## src/rtl/ascon_sbox_layer_pkg.sv

```systemverilog
// Shared constants and types for the Ascon bit-sliced S-box substitution layer.
package ascon_sbox_layer_pkg;

    localparam int unsigned NUM_LANES = 5;
    localparam int unsigned COL_W     = 5;
    localparam int unsigned COLS      = 4;
    localparam int unsigned ROWS      = 8;
    localparam int unsigned ROW_W     = COL_W * COLS;
    localparam int unsigned ROW_IDX_W = $clog2(ROWS);
    localparam int unsigned COL_IDX_W = $clog2(COLS);
    localparam int unsigned ADDR_W    = ROW_IDX_W + COL_IDX_W;

    typedef enum logic [1:0] {
        ST_IDLE = 2'd0,
        ST_RUN  = 2'd1,
        ST_DONE = 2'd2
    } sbox_state_e;

endpackage

```

## src/rtl/ascon_sbox_layer.sv

```systemverilog
// Ascon substitution layer: walks the 5-lane state one bit-column per cycle through
// an external 32x5 LUT, and arbitrates LUT row writes while idle.
module ascon_sbox_layer
    import ascon_sbox_layer_pkg::*;
#(
    parameter int unsigned LANE_W = 64
) (
    input  logic                          clk,
    input  logic                          rst_n,
    input  logic                          start_i,
    input  logic [NUM_LANES*LANE_W-1:0]   state_i,
    output logic                          busy_o,
    output logic                          done_o,
    output logic [NUM_LANES*LANE_W-1:0]   state_o,
    input  logic                          cfg_we_i,
    input  logic [ADDR_W-1:0]             cfg_addr_i,
    input  logic [ROW_W-1:0]              cfg_data_i,
    output logic                          cfg_ready_o,
    output logic                          sbox_update_o,
    output logic [ADDR_W-1:0]             sbox_addr_o,
    output logic [ROW_W-1:0]              sbox_wdata_o,
    input  logic [COL_W-1:0]              sbox_data_i
);

    localparam int unsigned CNT_W = $clog2(LANE_W);
    localparam logic [CNT_W-1:0] LAST_COL = CNT_W'(LANE_W - 1);

    sbox_state_e                         state_q, state_d;
    logic [CNT_W-1:0]                    cnt_q, cnt_d;
    logic [NUM_LANES-1:0][LANE_W-1:0]    work_q, work_d;
    logic [COL_W-1:0]                    col_bits;
    logic                                accept_start;

    assign accept_start = (state_q == ST_IDLE) && start_i;

    // State register
    always_ff @(posedge clk or negedge rst_n) begin
        if (!rst_n) begin
            state_q <= ST_IDLE;
        end else begin
            state_q <= state_d;
        end
    end

    // Next-state logic
    always_comb begin
        state_d = state_q;
        unique case (state_q)
            ST_IDLE: if (start_i)           state_d = ST_RUN;
            ST_RUN:  if (cnt_q == LAST_COL) state_d = ST_DONE;
            ST_DONE:                        state_d = ST_IDLE;
            default:                        state_d = ST_IDLE;
        endcase
    end

    // Current column, x0 in the MSB
    always_comb begin
        col_bits = '0;
        for (int k = 0; k < NUM_LANES; k++) begin
            col_bits[COL_W-1-k] = work_q[k][cnt_q];
        end
    end

    // Outputs; the LUT port is combinational so the read lands in the same cycle
    always_comb begin
        busy_o        = 1'b0;
        done_o        = 1'b0;
        cfg_ready_o   = 1'b0;
        sbox_update_o = 1'b0;
        sbox_addr_o   = '0;
        sbox_wdata_o  = '0;
        unique case (state_q)
            ST_IDLE: begin
                // Reset gating keeps the write handshake dead while rst_n is low
                cfg_ready_o = rst_n && !start_i;
                if (cfg_we_i && cfg_ready_o) begin
                    sbox_update_o = 1'b1;
                    sbox_addr_o   = cfg_addr_i;
                    sbox_wdata_o  = cfg_data_i;
                end
            end
            ST_RUN: begin
                busy_o      = 1'b1;
                sbox_addr_o = col_bits;
            end
            ST_DONE: done_o = 1'b1;
            default: ;
        endcase
    end

    // Working register and column counter next-state
    always_comb begin
        work_d = work_q;
        cnt_d  = cnt_q;
        if (accept_start) begin
            work_d = state_i;
            cnt_d  = '0;
        end else if (state_q == ST_RUN) begin
            for (int k = 0; k < NUM_LANES; k++) begin
                work_d[k][cnt_q] = sbox_data_i[COL_W-1-k];
            end
            if (cnt_q != LAST_COL) begin
                cnt_d = cnt_q + CNT_W'(1);
            end
        end
    end

    always_ff @(posedge clk or negedge rst_n) begin
        if (!rst_n) begin
            work_q <= '0;
            cnt_q  <= '0;
        end else begin
            work_q <= work_d;
            cnt_q  <= cnt_d;
        end
    end

    assign state_o = work_q;

endmodule

```

## config.mk

```make
export PLATFORM = sky130hd
export DESIGN_NAME = ascon_sbox_layer
export DESIGN_NICKNAME = d
export VERILOG_FILES = /design/src/rtl/ascon_sbox_layer_pkg.sv /design/src/rtl/ascon_sbox_layer.sv
export SDC_FILE = /design/constraint.sdc
export NUM_CORES = 1
export LEC_CHECK = 0
export CAP_MARGIN = 20
export CORE_AREA = 2 2 275 277
export CTS_BUF_LIST = sky130_fd_sc_hd__clkbuf_16
export DETAILED_ROUTE_END_ITERATION = 8
export DIE_AREA = 0 0 277 279
export MAX_ROUTING_LAYER = met4
export SLEW_MARGIN = 20
export SYNTH_ARGS = -nofsm -noshare
export SYNTH_HDL_FRONTEND = slang
export SYNTH_SLANG_ARGS = --single-unit
```

## constraint.sdc

```tcl
create_clock -name clk -period 1.82 [get_ports clk]
set_clock_uncertainty 0.1 [all_clocks]
set_input_delay 0.182 -clock clk [delete_from_list [all_inputs] [get_ports clk]]
set_output_delay 0.182 -clock clk [all_outputs]
set_load 0.02 [all_outputs]
```

# --- Yosys cells after proc, flatten, opt, wreduce, memory -nomap -nowiden ---
# Index checks and enable logic that the tools add are counted.
totals:
  ff_bits: 328
  output_inout_bits: 349
  elab_cells: 60
op_classes:
  n_reduce_logical: 10
  n_lt_le_gt_ge: 2
  n_mux: 34
  add_sub_neg: 1
  eq_ne: 6
op_table:
  columns: ["op", "n"]
  rows:
  - ["2-to-1 mux 320 bit", 2]
  - ["bitwise mux 64 bit", 5]
  - ["2-to-1 mux 20 bit", 2]
  - ["binary-select mux 1 bit (select 6 bit)", 5]
  - ["2-to-1 mux 6 bit", 3]
  - ["2-to-1 mux 1 bit", 11]
  - ["one-hot mux 5 bit (2 select lines)", 1]
  - ["less-than comparator 6 x 7 -> 1 bit, second input constant", 1]
  - ["adder 6 x 1 -> 6 bit, second input constant", 1]
  - ["demux 1 bit (select 6 bit)", 1]
  - ["equality test 6 bit, second input constant", 1]
  - [">= comparator 6 x 1 -> 1 bit, second input constant", 1]
  - ["!= test 6 bit, second input constant", 1]
  - ["2-to-1 mux 5 bit", 1]
  - ["logical AND 1 bit", 4]
  - ["2-to-1 mux 2 bit", 2]
  - ["!= test 2 bit, second input constant", 2]
  - ["one-hot mux 2 bit (2 select lines)", 1]
  - ["AND reduction 2 bit", 2]
  - ["nonzero test 2 bit", 2]
  - ["equality test 2 x 1 -> 1 bit, second input constant", 1]
  - ["equality test 2 bit, second input constant", 1]
  - ["zero test 2 bit", 1]
  - ["zero test 1 bit", 1]

# --- Logic depth before layout (Yosys ltp) ---
logic_depth:
  depth_word: 7
  depth_mapped: 9

# --- Worst setup path after synthesis ---
# Ideal clock, no wire load.
synth_path:
  path_type: "register to output"
  startpoint: "register cnt_q[0]"
  endpoint: "output port sbox_addr_o[4]"
  path_slack_ns: -0.396
  required_time_ns: 1.538
  arrival_time_ns: 1.934
  stages_incl_launch_ff: 8
  path_buffers: 2
  path_cell_list: "dfrtp_1 buf_2 buf_2 or3b_2 a21oi_1 o21ai_0 o2111a_1 a41oi_1"
synth_via:
  elab_chain_len: 3
synth_rtl:
  columns: ["element", "line", "text"]
  rows:
  - ["start: declaration", "ascon_sbox_layer.sv:29", "logic [CNT_W-1:0] cnt_q, cnt_d;"]
  - ["start signal: assignment", "ascon_sbox_layer.sv:114", "cnt_q <= cnt_d;"]
  - ["binary-select mux 1 bit (select 6 bit)", "ascon_sbox_layer.sv:60", "col_bits[COL_W-1-k] = work_q[k][cnt_q];"]
  - ["2-to-1 mux 1 bit (not written as such)", "ascon_sbox_layer.sv:60", null]
  - ["one-hot mux 5 bit (2 select lines)", "ascon_sbox_layer.sv:72", "unique case (state_q)"]
  - ["end: declaration", "ascon_sbox_layer.sv:20", "output logic [ADDR_W-1:0] sbox_addr_o,"]
# No other way between the ends. The select of a mux whose other input is x is not followed.

# --- Final worst setup path ---
layout_path:
  startpoint: "register cnt_q[1]"
  endpoint: "output port sbox_addr_o[2]"
# Same word-level chain as after synthesis.

==> results_dict.tcl <==
set metrics [dict create \
    critPathLaunchType "register" \
    cap_violations 0 \
    routedWlPerCell_um 24.93 \
    swShare_pct 42.55 \
    crit_type "register to output port" \
    io_pins 703 \
    route.detailed.drc 0 \
    layout-area-overhead-vs-synth_pct 86.70 \
    ant_nets 0 \
    holdPathStages 3 \
    clock_latency_ns 0.57 \
    worstRegToRegCells 10 \
    yosysWarnings 0 \
    r2r_start "cnt_q[0]" \
    layout_setup_ws_ns -1.409 \
    h-tree-depth 2 \
    cp_num_buf_inv 4 \
    rows 100 \
    reg2reg_slack_ns -0.60 \
    crit_path_max_incr_delay_ns 0.53 \
    die_width_um 277 \
    layout.nets 3535 \
    synth-edff-count 0 \
    status "complete, but fails checks" \
    grtUsageMet1_pct 32.60 \
    grt_pass1_vias 21880 \
    nFillCells 6807 \
    fin_cells 4187 \
    slew-limit-headroom_pct 36.91 \
    synth_adder_area_share_pct 0.06626 \
    rsz0062_at_grt "true" \
    final_core_util_pct 47.60 \
    p_comb_share_pct 65.6 \
    cts_tree "done" \
    worstPathRequired_ns 1.54 \
    max_clock_freq_mhz 309.7 \
    ir_drop_mv 0.9218 \
    setup_viol 677 \
    power.leakage_nw 15.03 \
    syn_area_per_cell_sq_um 9.576 \
    dr.pass1.iters 5 \
    max_slew.worst_pin.slew_ns 0.9464 \
    r2r_end "state_o[216]" \
    die_y_um 279 \
    path_clk_slew_ns 0.06 \
    fp.coreArea_sq_um 74070 \
    dp_hpwl_um 78780 \
    p_int_mw 37.00 \
    min_to "state_o[163]" \
    synth_top_family_by_area "multiplexers" \
    p_seq_share_pct 21.8 \
    place_area_sq_um 31500 \
    tns_ns -189.68 \
    clock-sinks 328 \
    wl_um 104400 \
    grt_usage_pct 26.77 \
    io_buffers 702 \
    violations "negative setup slack" \
    gp_congestion 0.9287 \
    hold_class "primary input to register" \
    dp.cells 4040 \
    top_usage_layer "met2" \
    clock_path_buffers 3 \
    synth-compound-area-share_pct 14.54 \
    cp_cell_sequence "buf_12, buf_12, buf_8, mux4_2, mux2i_4, o22ai_2, o31ai_1, o211ai_1, buf_4" \
    powerDensity_nw_per_um2 1827 \
    path_delay_family "multiplexers" \
    mostFrequentLayoutCells "667 x clkdlybuf4s50_1, 498 x buf_4, 371 x mux2i_1" \
    synthCells 1972 \
    avgViaCountPerCell 5.009 \
    muxShareOfSynthArea_pct 22.25 \
    clockRootBuffer "clkbuf_16" \
    grtUsageMet3_pct 3.966 \
    crit_top_cell "buf_12" \
    synth-async-reset-ratio_pct 100.0 \
    final_common_cell "clkdlybuf4s50_1" \
    via_count 20970 \
    report.final.slew_viol_count 0 \
    synth-seq-cells 328 \
    grt_max_degree 78 \
    worst-path-max-fanout 9 \
    drive_gt1_share_pct 29.65 \
    die-area_sq_um 77280 \
    syn_nets 2327 \
    numCtsBuffers 41 \
    power.switching_mw 27.41 \
    drt-initial-drc-count 1672 \
    grt_pass1_wl_um 149000 \
    fin_area_sq_um 35260 \
    syn_area_sq_um 18880 \
    start_util_pct 25.49 \
    grt_overflow 0 \
    synth-main-ff-cell "dfrtp_1" \
    hold_violations 0 \
    p_clk_share_pct 12.7 \
    period_share_pct 177.4 \
    synth.distinct_cells 60 \
    fin_crit_ns 3.229 \
    crit_arrival_ns 2.95 \
    worstHoldStart "state_i[163]" \
    met2_usage_pct 45.97 \
    antenna_found_initial 7 \
    synthSimpleGateAreaFrac_pct 15.05 \
    end_kind "output port" \
    slowest_stage "dfrtp_4" \
    ys_seq_area_share_pct 43.46 \
    synth_xor_area_share_pct 0.09276 \
]
[metrics by stage]
| step | total power, mW | hold WS (ns) | setup slack [ns] |
|---|---|---|---|
| 5_1_grt | 67.14 | 0.04745 | -1.469 |
| 4_1_cts | 62.83 | 0.02173 | -1.416 |
| 2_1_floorplan | 28.29 | -0.2136 | -0.2717 |
| 6_report | 64.40 | 0.05279 | -1.409 |
| 3_3_place_gp | 50.72 | 0.2302 | -1.370 |
| 3_5_place_dp | 51.05 | 0.2352 | -1.307 |
[per-layer routing]
metal  share of wire (%)  up-vias
li1                    -     9498
met1                  41    10460
met2                  50      867
met3                 6.1      147
met4                 2.7        0
met5                   0        -
[flip-flops by register name, summed over array words and instances (netlist names)]
name     flops
cnt_q        6
state_q      2
state_o    320
[kinds of logic after synthesis]
| kind of cell | count (synthesis) |
|---|---|
| DFF | 328 |
| AOI/OAI and AO/OA | 485 |
| xor gates and xnor gates | 2 |
| adders and majority gates | 1 |
| buffers and inverters | 182 |
| and+or+nand+nor | 564 |
| muxes | 410 |
[worst max-delay path by stage]
stage | start | end | slack (ns) | depth (start not counted)
floorplan | cnt_q[1] | sbox_addr_o[2] | -0.27 | 7
global placement | cnt_q[0] | sbox_addr_o[0] | -1.37 | 10
detailed placement | cnt_q[2] | sbox_addr_o[0] | -1.31 | 9
CTS | cnt_q[2] | sbox_addr_o[4] | -1.42 | 10
global route | cnt_q[1] | sbox_addr_o[2] | -1.47 | 9
finish | cnt_q[1] | sbox_addr_o[2] | -1.41 | 9
[cells in the mapped netlist (6+ instances only)]
| cell type | n | area share (%) |
|---|---|---|
| a21oi_1 | 37 | 0.98 |
| buf_4 | 10 | 0.40 |
| buf_6 | 6 | 0.36 |
| a31oi_1 | 9 | 0.30 |
| mux2i_1 | 395 | 21 |
| o21ai_1 | 77 | 2.0 |
| mux4_2 | 7 | 0.83 |
| o211a_1 | 7 | 0.37 |
| nand3b_1 | 42 | 1.7 |
| mux2_2 | 8 | 0.48 |
| nor2_2 | 29 | 0.96 |
| nand2_2 | 33 | 1.1 |
| or3b_2 | 8 | 0.37 |
| a221oi_1 | 19 | 0.88 |
| nand2_1 | 335 | 6.7 |
| nor3_1 | 11 | 0.29 |
| and3_1 | 23 | 0.76 |
| o21ai_0 | 251 | 6.7 |
| dfrtp_1 | 328 | 43 |
| nand3_1 | 23 | 0.61 |
| clkbuf_1 | 89 | 1.8 |
| buf_2 | 68 | 1.8 |
| nor2_1 | 10 | 0.20 |
| o22ai_1 | 33 | 1.1 |
| a22oi_1 | 12 | 0.48 |
| o31ai_1 | 15 | 0.60 |
| a22o_1 | 8 | 0.37 |
[cell type report]
cell class                 instances  area [sq um]  share of cell area, %
clock inverter                    31         240.2                 0.6814
sequential                       328          8220                  23.32
clock buffer                      43          1076                  3.052
multi-input combinational       1462         11200                  31.75
timing repair buffer            1344         13270                  37.63
antenna                            7         17.52                0.04968
inverter                           3         26.28                0.07452
tap                              969          1212                  3.439
[worst register-to-register path, delay by kind of cell, from the launching register on]
kind / cells / cell delay (ns)
AOI/OAI and AO/OA: 1 / 0.08
buffers and inverters: 5 / 0.77
DFF: 1 / 0.51
muxes: 1 / 0.17
and+or+nand+nor: 3 / 0.65
[what timing repair did]
action / CTS / global route
endpoints found under the setup margin: 672 / 867
setup buffers: 56 / 12
gates cloned: 5 / 2
hold endpoints to repair: 45 / 0
resized for setup: 486 / 186
hold buffers: 1 / 0
pin swaps: 50 / 48
[power by group through the flow]
stage	Sequential [mW]	Combinational, mW	Clock [mW]
after floorplan	17.4	10.9	0
after global placement	14.0	36.8	0
after detailed placement	13.9	37.2	0
after CTS	13.9	40.6	8.32
after global routing	14.3	44.3	8.62
final	14.0	42.2	8.15
Note: power is estimated with default switching activity, not from simulation.
